--- src/rtl/g_wb_arbiter_pkg.sv ---
// Shared widths, FIFO depth and source indices for the writeback arbiter.
// Holds no logic. Latency and backpressure are defined by the modules that use it.
package g_wb_arbiter_pkg;
    localparam int W_RD     = 4;
    localparam int W_OPR    = 32;
    localparam int REG_S    = 1 << W_RD;
    localparam int WB_DEPTH = 2;

    typedef enum logic {
        SRC_ALU = 1'b0,
        SRC_MEM = 1'b1
    } src_e;
endpackage

--- src/rtl/g_wb_fifo.sv ---
// DEPTH-entry {rd, result} queue. The head is visible as soon as it is written.
// A push while full or a pop while empty is dropped; full and empty come straight from the registered count.
module g_wb_fifo #(
    parameter int W_RD  = g_wb_arbiter_pkg::W_RD,
    parameter int W_OPR = g_wb_arbiter_pkg::W_OPR,
    parameter int DEPTH = g_wb_arbiter_pkg::WB_DEPTH
) (
    input  logic             clk,
    input  logic             reset,
    input  logic             push_i,
    input  logic [W_RD-1:0]  rd_i,
    input  logic [W_OPR-1:0] result_i,
    input  logic             pop_i,
    output logic             full_o,
    output logic             empty_o,
    output logic [W_RD-1:0]  head_rd_o,
    output logic [W_OPR-1:0] head_result_o
);
    localparam int PW = (DEPTH > 1) ? $clog2(DEPTH) : 1;
    localparam int CW = $clog2(DEPTH + 1);

    logic [W_RD-1:0]  rd_mem_q     [DEPTH];
    logic [W_OPR-1:0] result_mem_q [DEPTH];
    logic [PW-1:0]    head_q, head_d;
    logic [PW-1:0]    tail_q, tail_d;
    logic [CW-1:0]    count_q, count_d;
    logic             push_ok, pop_ok;

    assign full_o        = (count_q == CW'(DEPTH));
    assign empty_o       = (count_q == '0);
    assign push_ok       = push_i & ~full_o;
    assign pop_ok        = pop_i & ~empty_o;
    assign head_rd_o     = rd_mem_q[head_q];
    assign head_result_o = result_mem_q[head_q];

    // DEPTH is a power of two, so the pointers wrap naturally.
    always_comb begin
        head_d  = head_q;
        tail_d  = tail_q;
        count_d = count_q;
        if (push_ok) tail_d = tail_q + PW'(1);
        if (pop_ok)  head_d = head_q + PW'(1);
        count_d = count_q + CW'(push_ok) - CW'(pop_ok);
    end

    always_ff @(posedge clk or posedge reset) begin
        if (reset) begin
            head_q  <= '0;
            tail_q  <= '0;
            count_q <= '0;
            for (int i = 0; i < DEPTH; i++) begin
                rd_mem_q[i]     <= '0;
                result_mem_q[i] <= '0;
            end
        end else begin
            head_q  <= head_d;
            tail_q  <= tail_d;
            count_q <= count_d;
            if (push_ok) begin
                rd_mem_q[tail_q]     <= rd_i;
                result_mem_q[tail_q] <= result_i;
            end
        end
    end
endmodule

--- src/rtl/g_wb_arbiter.sv ---
// Round-robin arbiter that lets ALU and MEM results share one registered writeback port.
// Latency is 2 edges from accept to wb_o. Each ready is high while its own FIFO is below DEPTH entries.
module g_wb_arbiter #(
    parameter int W_RD  = g_wb_arbiter_pkg::W_RD,
    parameter int W_OPR = g_wb_arbiter_pkg::W_OPR,
    parameter int DEPTH = g_wb_arbiter_pkg::WB_DEPTH
) (
    input  logic             clk,
    input  logic             reset,
    input  logic             alu_valid_i,
    output logic             alu_ready_o,
    input  logic [W_RD-1:0]  alu_rd_i,
    input  logic [W_OPR-1:0] alu_result_i,
    input  logic             mem_valid_i,
    output logic             mem_ready_o,
    input  logic [W_RD-1:0]  mem_rd_i,
    input  logic [W_OPR-1:0] mem_result_i,
    output logic             wb_o,
    output logic [W_RD-1:0]  wb_r_o,
    output logic [W_OPR-1:0] result_o,
    output logic             pending_o
);
    import g_wb_arbiter_pkg::src_e;
    import g_wb_arbiter_pkg::SRC_ALU;
    import g_wb_arbiter_pkg::SRC_MEM;

    logic             alu_full, alu_empty, mem_full, mem_empty;
    logic [W_RD-1:0]  alu_head_rd, mem_head_rd;
    logic [W_OPR-1:0] alu_head_result, mem_head_result;
    logic             gnt_alu, gnt_mem;
    src_e             rr_q, rr_d;
    logic             wb_q, wb_d;
    logic [W_RD-1:0]  wb_r_q, wb_r_d;
    logic [W_OPR-1:0] result_q, result_d;

    assign alu_ready_o = ~alu_full;
    assign mem_ready_o = ~mem_full;

    g_wb_fifo #(.W_RD(W_RD), .W_OPR(W_OPR), .DEPTH(DEPTH)) u_alu_fifo (
        .clk           (clk),
        .reset         (reset),
        .push_i        (alu_valid_i & alu_ready_o),
        .rd_i          (alu_rd_i),
        .result_i      (alu_result_i),
        .pop_i         (gnt_alu),
        .full_o        (alu_full),
        .empty_o       (alu_empty),
        .head_rd_o     (alu_head_rd),
        .head_result_o (alu_head_result)
    );

    g_wb_fifo #(.W_RD(W_RD), .W_OPR(W_OPR), .DEPTH(DEPTH)) u_mem_fifo (
        .clk           (clk),
        .reset         (reset),
        .push_i        (mem_valid_i & mem_ready_o),
        .rd_i          (mem_rd_i),
        .result_i      (mem_result_i),
        .pop_i         (gnt_mem),
        .full_o        (mem_full),
        .empty_o       (mem_empty),
        .head_rd_o     (mem_head_rd),
        .head_result_o (mem_head_result)
    );

    // The pointer only moves when both heads compete, so a lone source never loses its turn.
    always_comb begin
        gnt_alu = 1'b0;
        gnt_mem = 1'b0;
        rr_d    = rr_q;
        if (!alu_empty && !mem_empty) begin
            if (rr_q == SRC_ALU) begin
                gnt_alu = 1'b1;
                rr_d    = SRC_MEM;
            end else begin
                gnt_mem = 1'b1;
                rr_d    = SRC_ALU;
            end
        end else if (!alu_empty) begin
            gnt_alu = 1'b1;
        end else if (!mem_empty) begin
            gnt_mem = 1'b1;
        end
    end

    always_comb begin
        wb_d     = gnt_alu | gnt_mem;
        wb_r_d   = gnt_mem ? mem_head_rd     : alu_head_rd;
        result_d = gnt_mem ? mem_head_result : alu_head_result;
    end

    always_ff @(posedge clk or posedge reset) begin
        if (reset) begin
            rr_q     <= SRC_ALU;
            wb_q     <= 1'b0;
            wb_r_q   <= '0;
            result_q <= '0;
        end else begin
            rr_q <= rr_d;
            wb_q <= wb_d;
            if (wb_d) begin
                wb_r_q   <= wb_r_d;
                result_q <= result_d;
            end
        end
    end

    assign wb_o      = wb_q;
    assign wb_r_o    = wb_r_q;
    assign result_o  = result_q;
    assign pending_o = ~alu_empty | ~mem_empty | wb_q;
endmodule

--- config.mk ---
export PLATFORM = sky130hd
export DESIGN_NAME = g_wb_arbiter
export DESIGN_NICKNAME = d
export VERILOG_FILES = /design/src/rtl/g_wb_arbiter_pkg.sv /design/src/rtl/g_wb_fifo.sv /design/src/rtl/g_wb_arbiter.sv
export SDC_FILE = /design/constraint.sdc
export NUM_CORES = 1
export LEC_CHECK = 0
export CORE_MARGIN = 1
export CORE_UTILIZATION = 55
export DETAILED_ROUTE_END_ITERATION = 10
export GPL_TIMING_DRIVEN = 1
export PLACE_DENSITY = 0.88
export REMOVE_ABC_BUFFERS = 1
export SLEW_MARGIN = 30
export SYNTH_ARGS = -nofsm -noshare
export SYNTH_HDL_FRONTEND = slang
export SYNTH_SLANG_ARGS = --single-unit
--- constraint.sdc ---
create_clock -name clk -period 7.4 [get_ports clk]
set_clock_uncertainty 0.15 [all_clocks]
set_input_delay 1.48 -clock clk [delete_from_list [all_inputs] [get_ports clk]]
set_output_delay 1.48 -clock clk [all_outputs]
set_load 0.05 [all_outputs]
==> metrics.cfg, run 1 <==
[floorplanning]
pin_count = 116
fp.dieArea_sq_um = 16900
die_x_um = 130
coreArea_sq_um = 15900
std_cell_rows = 46
start_util_pct = 56.6
dieHeight_um = 130

[global_routing]
grtUsageTotal_pct = 25.6
grt_pass1_vias = 6261
grt_antenna_before_repair = 0
grt_pass1_wl_um = 32500
grt_max_degree = 146
grt-ovfl-total = 0

[route]
drtIter0Drc = 414
dr_wl_met3_um = 1020
drc = 0
highest_layer = met4
wl_per_cell_um = 21.3
drtPass1Iterations = 4
num_vias = 5671
ant_nets = 0
met1_length_um = 8560
drt-total-wl_um = 20300
wl_met2_um = 10400
routed_via_density = 5.94

[clock_network]
cts_tree = done
clock_path_buffers = 2
cts_setup_buffers = 0
cts_hold_buf = 0
path_clk_slew_ns = 0.07
clock-sinks = 190
cts_root_buffer = clkbuf_16
numCtsBuffers = 17
clk_latency_ns = 0.43
cts_max_level = 4
cts_repair_resize_count = 0

[critical_path]
worstPathArrival_ns = 3.34
critPathBufInv = 1
critPathMaxFanout = 40
crit_path_end_kind = output pin
critPathKind = register to output pin
start_kind = register
slowest_stage = dfrtp_2
critical_path.top_delay_family = simple AND/OR/NAND/NOR gates
cp.required_ns = 5.77
crit_chain = or2_2 > or3_1 > clkdlybuf4s50_1
slowest_delay_ns = 0.96

[yosys]
synth_edf_count = 0
synth.avg_cell_area_sq_um = 14.2
async_flop_share_pct = 100
yosysWarnings = 0
synth_compound_area_share_pct = 8.07
synth_cells = 636
synthSimpleGateAreaFrac_pct = 5.75
synth_xor_area_share_pct = 0.873
synth.cell_area_sq_um = 9030
synth_cell_types = 29
synth_top_family_by_area = multiplexers
synthMuxAreaShare_pct = 28.1
ys_ff_latch = 190
yosys.area_share.adder_pct = 0.554
synth_ff_type = dfrtp_1
ys_seq_area_share_pct = 52.7

[timing]
drv_slew = 0
fmax_ghz = 0.201
finalCritPeriodShare_pct = 67.2
setup_viol = 0
tightest_slew_ns = 0.946
period_needed_ns = 4.97
slew_headroom_pct = 37.0
setup_tns_ns = 0
rsz0062_at_grt = no
finalHoldViolCount = 0

[final_layout]
layout-drive-gt1-share_pct = 34.5
fill_cells = 1091
antenna_cells = 0
multi_input_area_sq_um = 3940
area_growth_pct = 19.8
regArea_sq_um = 4770
fin_nets = 806

[placement]
dp_hpwl_um = 12400
gp_congestion = 0.742
port_buffers = 115

[power]
swShare_pct = 39.7
seqPwrFrac_pct = 36.6
ir_worst_vdd_uv = 310
total_power_mw = 5.74
p_int_mw = 3.46
clkPwrFrac_pct = 15.4
p_per_area_nw_per_um2 = 531
combPwrFrac_pct = 48.0
leakagePower_nw = 4.48
p_sw_mw = 2.28

[job]
drv_cap = 0

[run_status]
status = finished, final reports clean

[min_path]
hold_path.class = register to register

cells in the final DEF (no fill, tap or decap), types with 2 or more instances in the layout:
| cell | count |
|---|---|
| clkinv_2 | 6 |
| or2_2 | 2 |
| and3b_2 | 2 |
| a211oi_1 | 36 |
| clkinvlp_4 | 4 |
| nand3_4 | 2 |
| mux2i_1 | 36 |
| a221oi_2 | 20 |
| xnor2_1 | 6 |
| xor2_1 | 3 |
| clkbuf_8 | 4 |
| nor3b_1 | 36 |
| clkdlybuf4s50_1 | 115 |
| nand2b_4 | 2 |
| nand2_1 | 2 |
| dfrtp_2 | 3 |
| and2_1 | 2 |
| dfrtp_1 | 185 |
| buf_4 | 4 |
| inv_1 | 5 |
| mux2_2 | 140 |
| dfrtp_4 | 2 |
| a221oi_1 | 16 |
| ha_1 | 4 |
| mux2_4 | 40 |
| clkbuf_16 | 17 |
| nor2_1 | 37 |
synthesized netlist by cell type, drive strengths merged (3+ instances only):
| cell type | count | share of area [%] |
|---|---|---|
| nor3b | 36 | 3.0 |
| buf | 44 | 3.5 |
| clkbuf | 6 | 0.25 |
| inv | 6 | 0.25 |
| xnor2 | 6 | 0.58 |
| mux2i | 36 | 4.0 |
| a211oi | 36 | 3.0 |
| ha | 4 | 0.55 |
| dfrtp | 190 | 53 |
| xor2 | 3 | 0.29 |
| mux2 | 180 | 24 |
| nor2 | 38 | 1.6 |
| a221oi | 36 | 4.9 |
sequential cells by signal, summed over array words and instances (netlist names), 2 cells and up:
signal / cells
u_alu_fifo.result_mem_q: 64
u_alu_fifo.rd_mem_q: 8
u_mem_fifo.rd_mem_q: 8
u_mem_fifo.count_q: 2
result_o: 32
wb_r_o: 4
u_mem_fifo.result_mem_q: 64
u_alu_fifo.count_q: 2
power by group through the flow:
stage	registers [mW]	logic, mW	clock network (mW)
2_1_floorplan	2.31	1.71	0
3_3_place_gp	2.05	2.62	0
3_5_place_dp	2.10	2.73	0
4_1_cts	2.09	2.75	0.895
5_1_grt	2.16	2.95	0.937
6_report	2.10	2.76	0.883
kinds of logic after synthesis:
logic type | after synthesis
AO/OA/AOI/OAI | 74
AND/OR/NAND/NOR | 87
multiplexers | 216
flip-flops | 190
adder cells (fa/ha/maj) | 4
XOR/XNOR | 9
buffers and inverters | 56
stage by stage:
step / hold slack [ns] / std cells / util, % / instance area (sq um) / setup slack [ns]
after global placement: 0.332 / 921 / 63.8 / 10200 / 2.98
after CTS: 0.354 / 954 / 67.6 / 10800 / 2.47
after global routing: 0.360 / 955 / 67.8 / 10800 / 2.36
after detailed placement: 0.339 / 922 / 64.0 / 10200 / 2.95
after floorplan: 0.323 / 586 / - / 8690 / 0.600
final: 0.353 / 955 / 67.8 / 10800 / 2.43
layout make-up:
cell class	instances	share of cell area (%)
clock buffer	21	4.44
tap	216	2.50
sequential	190	44.1
inverter	6	0.324
multi-input combinational	390	36.5
clock inverter	11	0.833
timing repair buffer	121	11.4
path summary, 6_finish.rpt:
path,slack (ns),cells after the start,startpoint,to
setup reg to reg,3.97,8,u_mem_fifo.count_q[1]$_DFF_PP0_,u_alu_fifo.count_q[1]$_DFF_PP0_
setup / recovery,2.43,3,u_mem_fifo.count_q[1]$_DFF_PP0_,pending_o
hold / removal,0.35,1,u_mem_fifo.result_mem_q[12]$_DFFE_PP0P_,u_mem_fifo.result_mem_q[12]$_DFFE_PP0P_
hold reg to reg,0.35,1,u_mem_fifo.result_mem_q[12]$_DFFE_PP0P_,u_mem_fifo.result_mem_q[12]$_DFFE_PP0P_
min in group asynchronous,1.44,2,reset,u_mem_fifo.result_mem_q[16]$_DFFE_PP0P_
max in group asynchronous,4.59,3,reset,u_alu_fifo.result_mem_q[40]$_DFFE_PP0P_
layer usage:
layer,up-vias,track usage [%]
li1,2512,-
met1,2942,32.4
met3,23,4.67
met4,0,9.03
met2,194,44.2
met5,-,0
No activity file was read; power rests on OpenSTA's default activity.
==> run 2, diff against run 1 <==
==> constraint.sdc (replaced) <==
create_clock -name clk -period 4.9 [get_ports clk]
set_clock_uncertainty 0.15 [all_clocks]
set_input_delay 0.98 -clock clk [delete_from_list [all_inputs] [get_ports clk]]
set_output_delay 0.98 -clock clk [all_outputs]
set_load 0.05 [all_outputs]
==> run 2 against run 1 <==
Global-route usage is 0.18 points higher; count of clock-buffer cells in the layout is 2 higher; final cell count is 0.10% higher; highest routed layer unchanged; die area stayed put; sequential share of layout area is 0.16 points lower; utilization is 0.29 points higher; flip-flop and latch count stayed put; setup slack worse by 1.4 ns; clock power is 59% higher; critical endpoint unchanged; sequential power is 48% higher.
==> metrics.cfg, run 2 (synthesis gave the netlist of run 1 again) <==
[power]
seqPwrFrac_pct = 35.5
clkPwrFrac_pct = 16.0
combPwrFrac_pct = 48.4
total_power_mw = 8.76
p_sw_mw = 3.45
leakagePower_nw = 4.50
p_int_mw = 5.31
p_per_area_nw_per_um2 = 807
swShare_pct = 39.4
ir_worst_vdd_uv = 678

[min_path]
hold_path.class = register to register
whs_path_depth = 1
hp-start = u_mem_fifo.rd_mem_q[3]$_DFFE_PP0P_

[final_layout]
layout.cells.most_common = dfrtp_1
layout-drive-gt1-share_pct = 34.5
fin_nets = 807
area_growth_pct = 20.3
final_core_util_pct = 68.1
final_cell_mix = dfrtp_1, mux2_2, clkdlybuf4s50_1
antenna_cells = 0
design_area_sq_um = 10900

[global_routing]
grt_pass1_vias = 6228
grt_antenna_before_repair = 0
grtUsageTotal_pct = 25.8
grt-ovfl-total = 0
grt_pass1_wl_um = 32800
grt_max_degree = 139

[floorplanning]
fp.dieArea_sq_um = 16900
std_cell_rows = 46
start_util_pct = 56.6
dieHeight_um = 130
die_x_um = 130
coreArea_sq_um = 15900
pin_count = 116

[critical_path]
start_kind = register
rr_startpoint = u_mem_fifo.count_q[1]$_DFF_PP0_
critPathKind = register to output pin
cp.required_ns = 3.77
crit_path_end_kind = output pin
critPathMaxFanout = 38
reg2reg_depth = 7
r2r_setup_slack_ns = 1.94
crit_start = u_alu_fifo.count_q[1]$_DFF_PP0_
worstPathArrival_ns = 2.73

[clock_network]
path_clk_slew_ns = 0.06
numCtsBuffers = 17
clk_latency_ns = 0.43
cts_hold_buf = 0
cts_root_buffer = clkbuf_16
clock-sinks = 190
clock_path_buffers = 2
cts_tree = done
cts_max_level = 4
cts_setup_buffers = 0
cts_repair_resize_count = 0

[route]
drc = 0
ant_nets = 0
drt-total-wl_um = 20400
drtIter0Drc = 426
wl_per_cell_um = 21.4
num_vias = 5785
drtPass1Iterations = 5
routed_via_density = 6.05

[timing]
setup_viol = 0
drv_slew = 0
tightest_slew_ns = 0.949
finalHoldViolCount = 0
period_needed_ns = 3.86
fmax_ghz = 0.259
rsz0062_at_grt = no
slew_headroom_pct = 36.7
finalCritPeriodShare_pct = 78.8

[placement]
dp_hpwl_um = 12600
gp_congestion = 0.743
placed_area_sq_um = 10200
port_buffers = 115

[run_status]
status = finished, final reports clean

[job]
drv_cap = 0

-- run 2: changes by cell type in the layout (fill, tap and decap cells not counted), sizes merged --
cell | before | now
buf | 6 | 7
bufinv | 1 | 2
clkbuf | 21 | 23
clkinv | 7 | 4
clkinvlp | 4 | 3
inv | 5 | 6
-- run 2: path summary, 6_finish.rpt --
kind	end
max	pending_o
min	u_mem_fifo.rd_mem_q[3]$_DFFE_PP0P_
max reg2reg	u_alu_fifo.count_q[1]$_DFF_PP0_
min reg2reg	u_mem_fifo.rd_mem_q[3]$_DFFE_PP0P_
max in group asynchronous	u_alu_fifo.result_mem_q[44]$_DFFE_PP0P_
min in group asynchronous	u_alu_fifo.rd_mem_q[7]$_DFFE_PP0P_
-- run 2: power groups by stage --
stage / Combinational [mW] / Clock [mW] / Sequential (mW)
after detailed placement: 4.18 / 0 / 3.11
after global placement: 4.01 / 0 / 3.03
after floorplan: 2.59 / 0 / 3.48
final: 4.24 / 1.40 / 3.11
after CTS: 4.22 / 1.42 / 3.10
after global routing: 4.52 / 1.48 / 3.21
-- run 2: layout make-up --
class | instances | area [sq um]
fill | 1061 | 5080
tap | 216 | 270
timing repair buffer | 122 | 1240
multi-input combinational | 390 | 3950
clock inverter | 9 | 106
sequential | 190 | 4770
clock buffer | 23 | 498
inverter | 6 | 35.0
-- run 2: routing by layer --
layer	global-route usage (%)	part of all wire, %	vias up
met5	0	0	-
met4	9.37	1.3	0
met3	5.90	6.1	29
met2	43.5	51	220
met1	32.7	42	3012
li1	-	-	2524
-- run 2: worst max-delay path, stage by stage, from the launching register on --
cell,delay (ns)
dfrtp_1,0.45
or2_2,0.64
or3_1,0.49
clkdlybuf4s50_1,0.72
-- run 2: per-stage QoR --
| stage | worst slack [ns] | hold WS (ns) | cells | setup TNS [ns] |
|---|---|---|---|---|
| floorplan | -1.40 | 0.323 | 586 | -266.09 |
| global placement | 1.54 | 0.331 | 922 | 0 |
| detailed placement | 1.52 | 0.337 | 923 | 0 |
| CTS | 1.03 | 0.352 | 955 | 0 |
| global route | 0.985 | 0.358 | 956 | 0 |
| finish | 1.04 | 0.351 | 956 | 0 |
